**src/rtl/follower_obstacles_pkg.sv**
```systemverilog
// Shared screen geometry, LFSR constants and coordinate type for the obstacle pipeline.
package follower_obstacles_pkg;
   localparam int          SCREEN_W    = 640;
   localparam int          SCREEN_H    = 480;
   localparam int          OB_Y_OFFSET = 150;
   localparam logic [15:0] LFSR_SEED   = 16'hACE1;
   localparam logic [15:0] LFSR_MASK   = 16'hB400;

   typedef logic [9:0] coord_t;

   // Single subtract suffices: callers never exceed 2*SCREEN_H-1.
   function automatic coord_t wrap_y(input coord_t s);
      return (s >= coord_t'(SCREEN_H)) ? s - coord_t'(SCREEN_H) : s;
   endfunction
endpackage

```
**src/rtl/follower_obstacles_if.sv**
```systemverilog
// Scroll-stage inputs, VGA position, player box and obstacle outputs.
interface follower_obstacles_if;
   import follower_obstacles_pkg::*;
   coord_t y_pos;
   logic   move_followers;
   coord_t hpos;
   coord_t vpos;
   coord_t player_x;
   coord_t player_y;
   logic   ob_pixel;
   logic   collision;
   coord_t lead_x;

   modport master (output y_pos, move_followers, hpos, vpos, player_x, player_y,
                   input  ob_pixel, collision, lead_x);
   modport slave  (input  y_pos, move_followers, hpos, vpos, player_x, player_y,
                   output ob_pixel, collision, lead_x);
endinterface

```
**src/rtl/follower_obstacles_lfsr16.sv**
```systemverilog
// Free-running 16-bit Galois LFSR used to place obstacles horizontally.
module lfsr16
   import follower_obstacles_pkg::*;
#(
   parameter logic [15:0] SEED = LFSR_SEED
) (
   input  logic        clk,
   input  logic        reset,
   output logic [15:0] state
);
   always_ff @(posedge clk or posedge reset) begin
      if (reset)
         state <= SEED;
      else
         state <= {1'b0, state[15:1]} ^ (state[0] ? LFSR_MASK : 16'h0000);
   end
endmodule

```
**src/rtl/follower_obstacles.sv**
```systemverilog
// Follower obstacle rows spaced below the lead row, with pixel and sticky collision outputs.
module follower_obstacles
   import follower_obstacles_pkg::*;
#(
   parameter int NUM_OB     = 4,
   parameter int OB_SPACING = 120,
   parameter int OB_W       = 64,
   parameter int OB_H       = 16,
   parameter int PLAYER_W   = 16,
   parameter int PLAYER_H   = 16
) (
   input logic                 clk,
   input logic                 reset,
   follower_obstacles_if.slave bus
);
   coord_t      fy     [NUM_OB];
   coord_t      fx     [NUM_OB];
   coord_t      new_fy [NUM_OB];
   coord_t      new_fx [NUM_OB];
   logic [15:0] lfsr_state;
   logic        tick_d;
   logic        ob_pixel_q;
   logic        collision_q;
   logic [NUM_OB-1:0] row_wraps;
   logic [NUM_OB-1:0] row_pix;
   logic [NUM_OB-1:0] row_hit;

   lfsr16 #(.SEED(LFSR_SEED)) u_lfsr (
      .clk   (clk),
      .reset (reset),
      .state (lfsr_state)
   );

   // 11-bit compares keep player_x + PLAYER_W from overflowing.
   for (genvar k = 0; k < NUM_OB; k++) begin : g_row
      localparam coord_t ROW_OFF = coord_t'(k * OB_SPACING);
      logic [10:0] ox, oy, hx, hy, px, py;
      assign ox = {1'b0, fx[k]};
      assign oy = {1'b0, fy[k]};
      assign hx = {1'b0, bus.hpos};
      assign hy = {1'b0, bus.vpos};
      assign px = {1'b0, bus.player_x};
      assign py = {1'b0, bus.player_y};

      assign new_fy[k]    = wrap_y(bus.y_pos + ROW_OFF);
      assign row_wraps[k] = new_fy[k] < fy[k];
      assign row_pix[k]   = (hx >= ox) && (hx < ox + 11'(OB_W)) &&
                            (hy >= oy) && (hy < oy + 11'(OB_H));
      assign row_hit[k]   = (px < ox + 11'(OB_W)) && (ox < px + 11'(PLAYER_W)) &&
                            (py < oy + 11'(OB_H)) && (oy < py + 11'(PLAYER_H));
   end

   // Lowest wrapping row takes the low LFSR slice, any others the high slice.
   always_comb begin
      logic taken;
      taken = 1'b0;
      for (int k = 0; k < NUM_OB; k++) begin
         new_fx[k] = fx[k];
         if (row_wraps[k]) begin
            new_fx[k] = taken ? {1'b0, lfsr_state[15:7]} : {1'b0, lfsr_state[8:0]};
            taken     = 1'b1;
         end
      end
   end

   always_ff @(posedge clk or posedge reset) begin
      if (reset) begin
         for (int k = 0; k < NUM_OB; k++) begin
            fy[k] <= wrap_y(coord_t'(OB_Y_OFFSET + k * OB_SPACING));
            fx[k] <= coord_t'(64 + k * 128);
         end
         tick_d      <= 1'b0;
         ob_pixel_q  <= 1'b0;
         collision_q <= 1'b0;
      end else begin
         tick_d     <= bus.move_followers;
         ob_pixel_q <= |row_pix;
         if (tick_d && |row_hit)
            collision_q <= 1'b1;
         if (bus.move_followers) begin
            for (int k = 0; k < NUM_OB; k++) begin
               fy[k] <= new_fy[k];
               fx[k] <= new_fx[k];
            end
         end
      end
   end

   assign bus.ob_pixel  = ob_pixel_q;
   assign bus.collision = collision_q;
   assign bus.lead_x    = fx[0];
endmodule
```
**src/flat_wrapper.sv**
```systemverilog
// flat-port wrapper written by rule: the top's interface ports become plain ports
module follower_obstacles_flat import follower_obstacles_pkg::*;
#(
   parameter int NUM_OB     = 4,
   parameter int OB_SPACING = 120,
   parameter int OB_W       = 64,
   parameter int OB_H       = 16,
   parameter int PLAYER_W   = 16,
   parameter int PLAYER_H   = 16
)
  (clk, reset, bus_y_pos, bus_move_followers, bus_hpos, bus_vpos, bus_player_x, bus_player_y, bus_ob_pixel, bus_collision, bus_lead_x);
  follower_obstacles_if bus_i ();
  input logic clk;
  input logic reset;
  input wire logic [$bits(bus_i.y_pos)-1:0] bus_y_pos;
  input wire logic [$bits(bus_i.move_followers)-1:0] bus_move_followers;
  input wire logic [$bits(bus_i.hpos)-1:0] bus_hpos;
  input wire logic [$bits(bus_i.vpos)-1:0] bus_vpos;
  input wire logic [$bits(bus_i.player_x)-1:0] bus_player_x;
  input wire logic [$bits(bus_i.player_y)-1:0] bus_player_y;
  output wire logic [$bits(bus_i.ob_pixel)-1:0] bus_ob_pixel;
  output wire logic [$bits(bus_i.collision)-1:0] bus_collision;
  output wire logic [$bits(bus_i.lead_x)-1:0] bus_lead_x;
  assign bus_i.y_pos = bus_y_pos;
  assign bus_i.move_followers = bus_move_followers;
  assign bus_i.hpos = bus_hpos;
  assign bus_i.vpos = bus_vpos;
  assign bus_i.player_x = bus_player_x;
  assign bus_i.player_y = bus_player_y;
  assign bus_ob_pixel = bus_i.ob_pixel;
  assign bus_collision = bus_i.collision;
  assign bus_lead_x = bus_i.lead_x;
  follower_obstacles #(.NUM_OB(NUM_OB), .OB_SPACING(OB_SPACING), .OB_W(OB_W), .OB_H(OB_H), .PLAYER_W(PLAYER_W), .PLAYER_H(PLAYER_H)) u_core (.clk(clk), .reset(reset), .bus(bus_i));
endmodule
```
**config.mk**
```make
export PLATFORM = sky130hd
export DESIGN_NAME = follower_obstacles_flat
export DESIGN_NICKNAME = d
export VERILOG_FILES = /design/src/rtl/follower_obstacles_pkg.sv /design/src/rtl/follower_obstacles_if.sv /design/src/rtl/follower_obstacles_lfsr16.sv /design/src/rtl/follower_obstacles.sv /design/src/flat_wrapper.sv
export SDC_FILE = /design/constraint.sdc
export NUM_CORES = 1
export LEC_CHECK = 0
export ABC_CLOCK_PERIOD_IN_PS = 4300
export CELL_PAD_IN_SITES_DETAIL_PLACEMENT = 0
export CELL_PAD_IN_SITES_GLOBAL_PLACEMENT = 2
export CORE_MARGIN = 2
export CORE_UTILIZATION = 42
export CTS_CLUSTER_SIZE = 14
export DETAILED_ROUTE_END_ITERATION = 7
export PLACE_DENSITY = 0.95
export RECOVER_POWER = 25
export SLEW_MARGIN = 20
export SYNTH_ARGS = -nofsm -noshare
export SYNTH_HDL_FRONTEND = slang
export SYNTH_HIERARCHICAL = 1
export SYNTH_SLANG_ARGS = --single-unit
```
**constraint.sdc**
```tcl
create_clock -name clk -period 4.3 [get_ports clk]
set_clock_uncertainty 0.2 [all_clocks]
set_input_delay 0.645 -clock clk [delete_from_list [all_inputs] [get_ports clk]]
set_output_delay 0.645 -clock clk [all_outputs]
set_load 0.03 [all_outputs]
```
==> impl_metrics.json <==
{
  "status": "complete, no violations",
  "die_h_um": 161.3,
  "area_growth_pct": 16.11,
  "synth_edf_count": 0,
  "synth_area_um2": 10400,
  "port_buffers": 63,
  "drive_gt1_share_pct": 9.397,
  "vias": 8872,
  "ys_types": 79,
  "yosysWarnings": 6,
  "worst_slew_margin_rel_pct": 8.969,
  "power.density_nw_per_um2": 298.3,
  "synth_area_per_cell_um2": 8.894,
  "dp_hpwl_um": 24890,
  "switchingPower_mw": 1.501,
  "final.min_clock_period_ns": 4.135,
  "p_seq_share_pct": 28.9,
  "final_core_util_pct": 49.64,
  "start_kind": "input port",
  "clock_tree.buffer_depth": 2,
  "routabilityCongestion": 0.8776,
  "postRouteAntennaNets": 0,
  "cp.arrival_ns": 4.20,
  "grt_pass1_wl_um": 46930,
  "crit_slowest_cell": "clkdlybuf4s50_1",
  "p_int_mw": 2.101,
  "grt-ovfl-total": 0,
  "rr_worst_depth": 11,
  "cts-hold-fix-buffers": 0,
  "synth_top_cell_by_area": "ha_1",
  "antenna_cells": 0,
  "stdcell_count": 1601,
  "numCtsBuffers": 9,
  "swShare_pct": 41.66,
  "grt_busiest_layer": "met2",
  "tightest_slew_ns": 1.365,
  "p_comb_share_pct": 49.4,
  "synthFlopType": "dfrtp_1",
  "yosysSeqAreaShare_pct": 20.52,
  "nets": 1601,
  "power.total_mw": 3.602,
  "max_freq_mhz": 241.8,
  "worstPathMaxFanout": 18,
  "antenna_found_initial": 0,
  "slew_viol_final": 0,
  "grtUsageTotal_pct": 22.98,
  "clk_latency_ns": 0.35,
  "io_pins": 65,
  "cap_violations": 0,
  "cp-end-kind": "register",
  "ctsRootBufferMaster": "clkbuf_16",
  "syn-num-nets": 1498,
  "timing.final.ws_setup_ns": 0.1646,
  "synthCells": 1169,
  "cts_tree": "built",
  "grt_max_degree": 40,
  "required_ns": 4.36,
  "pre_cts_slack_ns": -0.2772,
  "die_x_um": 161.3,
  "viasPerCell": 5.542,
  "holdPathStages": 0,
  "crit_chain": "clkdlybuf4s50_1 > inv_2 > ha_1 > a21boi_2 > xnor2_2 > or3b_4 > o21ai_2 > a21oi_2 > mux2_2 > ha_1 > o21a_1 > o211ai_1 > nor2_1 > a211oi_1 > o31a_2 > and2_4 > buf_12 > nor2_1 > a21oi_1",
  "hold_path.class": "reg -> reg",
  "placed_cells": 1584,
  "hold_viol": 0,
  "gr-usage-met1_pct": 34.40,
  "core_um2": 24320,
  "grtUsageMet2_pct": 35.66,
  "first_pass_iters": 5,
  "postPlaceCellArea_um2": 11710,
  "p_leak_nw": 5.554,
  "die-area_um2": 26030,
  "rows": 57,
  "ys_async_sr_fraction_pct": 100.0,
  "drc": 0,
  "grt_pass1_vias": 8735,
  "pwr-share-clk_pct": 21.6,
  "hold_slack_ns": 0.2281,
  "finalSetupViolations": 0,
  "routedWlPerCell_um": 18.41,
  "clkTransAtPathRegs_ns": 0.07,
  "htreeDepth": 3,
  "ir_worst_vdd_mv": 0.2066,
  "synth.area.top_cells": "ha_1 33%, dfrtp_1 14%, dfstp_2 6.3%",
  "max_stage_delay_ns": 0.49,
  "grt_util_met3_pct": 2.517,
  "synth_top_area_share_pct": 33.21,
  "design_area_um2": 12070,
  "start_util_pct": 42.75,
  "cts_sinks": 84,
  "post-route-period-util_pct": 96.17,
  "ys_seq_elements": 84,
  "drtIter0Drc": 515,
  "tns_ns": 0,
  "crit_type": "in -> reg",
  "finalWirelength_um": 29470
}
## registers in the layout, indices dropped and copies added (netlist names)
| signal | count |
|---|---|
| u_core/fy | 29 |
| u_core/fx | 27 |
| u_core/u_lfsr/state | 16 |
| u_core/bus.lead_x | 9 |
| u_core/bus.collision | 1 |
| u_core/bus.ob_pixel | 1 |
| u_core/tick_d | 1 |
## worst max-delay path: cells and delay by family
| family | cells | cell delay (ns) |
|---|---|---|
| simple gates | 4 | 0.68 |
| compound gates | 8 | 1.24 |
| buf+inv | 3 | 0.68 |
| xor+xnor | 1 | 0.15 |
| mux | 1 | 0.30 |
| fa+ha+maj | 2 | 0.48 |
## synth_stat cells (4+ instances only)
master     instances
a2111oi_0          7
mux2_1             9
buf_4             10
a21boi_0           4
nand4_1            7
dfrtp_1           59
o21ai_1           55
inv_1             98
nor4_1             9
xor2_1            13
a21oi_1           91
o211ai_1          16
nor3_1            15
xnor2_1           39
nor2b_1           19
nand2b_1          20
ha_1             276
nand3_1           40
a31oi_1            7
clkbuf_1           7
a211oi_1          11
a21boi_1           4
mux2i_1           30
a221oi_1           6
and3_1             8
a21o_1            18
o2111ai_1          9
nand2_1           82
dfstp_2           25
o21a_1            20
o21ai_0           49
mux2_2             6
nor2_1            33
## path summary, 6_finish.rpt
kind	slack, ns	endpoint	from
setup / recovery	0.16	u_core/fx[13]$_DFFE_PP0P_	bus_y_pos[5]
hold / removal	0.23	u_core/u_lfsr/state[5]$_DFF_PP1_	u_core/u_lfsr/state[6]$_DFF_PP1_
setup reg to reg	1.10	u_core/bus.collision$_DFFE_PP0P_	u_core/fy[14]$_DFFE_PP0P_
hold reg to reg	0.23	u_core/u_lfsr/state[5]$_DFF_PP1_	u_core/u_lfsr/state[6]$_DFF_PP1_
max in group asynchronous	1.92	u_core/fy[2]$_DFFE_PP1P_	reset
min in group asynchronous	0.62	u_core/u_lfsr/state[1]$_DFF_PP0_	reset
## cell families after synthesis
group,synth area share (%)
simple gates,12.61
buf+inv,5.235
mux,4.645
other cells,0.03607
flops,20.52
xor+xnor,4.380
fa+ha+maj,33.21
compound gates,19.36
## layer usage
layer | vias to the layer above | wire length, µm
li1 | 4475 | -
met1 | 4210 | 15130
met2 | 166 | 12770
met3 | 21 | 1162
met4 | 0 | 406
met5 | - | 0
## cells in the final DEF (no fill, tap or decap), types with 6 or more instances in the layout
cell | synthesis | layout
mux2_1 | 9 | 9
dfrtp_1 | 59 | 59
clkdlybuf4s50_1 | 0 | 61
xnor2_1 | 39 | 38
o21ai_1 | 55 | 54
nor3_1 | 15 | 15
mux2i_1 | 30 | 30
a21oi_1 | 91 | 90
ha_1 | 276 | 275
dfstp_1 | 0 | 6
a211oi_1 | 11 | 11
xor2_1 | 13 | 13
o2111ai_1 | 9 | 9
a2111oi_0 | 7 | 7
o21a_1 | 20 | 20
a21o_1 | 18 | 18
clkbuf_16 | 0 | 9
inv_1 | 98 | 97
nand4_1 | 7 | 7
nand2b_1 | 20 | 19
a221oi_1 | 6 | 6
buf_4 | 10 | 50
nand2_1 | 82 | 82
nor2b_1 | 19 | 19
o21ai_0 | 49 | 49
and3_1 | 8 | 8
nand3_1 | 40 | 40
a31oi_1 | 7 | 7
o211ai_1 | 16 | 16
dfstp_2 | 25 | 19
nor2_1 | 33 | 33
nor4_1 | 9 | 9
## power groups by stage
stage	Combinational, mW	Clock, mW	Sequential (mW)
6_report	1.78	0.779	1.04
3_5_place_dp	1.75	0	1.05
2_1_floorplan	1.23	0	0.982
4_1_cts	1.76	0.793	1.03
5_1_grt	2.03	0.827	1.05
3_3_place_gp	1.71	0	1.04
## layout make-up
| type | instances | area (µm²) |
|---|---|---|
| clock buffer | 9 | 225.2 |
| multi-input combinational | 957 | 7766 |
| timing repair buffer | 118 | 1084 |
| fill | 2332 | 12250 |
| clock inverter | 7 | 76.32 |
| tap | 324 | 405.4 |
| sequential | 84 | 2133 |
| inverter | 102 | 382.9 |
## timing repair
item | CTS | global route
setup endpoints to repair | 0 | 18
resized for setup | 0 | 11
setup buffers | 0 | 1
No activity file was read; power rests on OpenSTA's default activity.
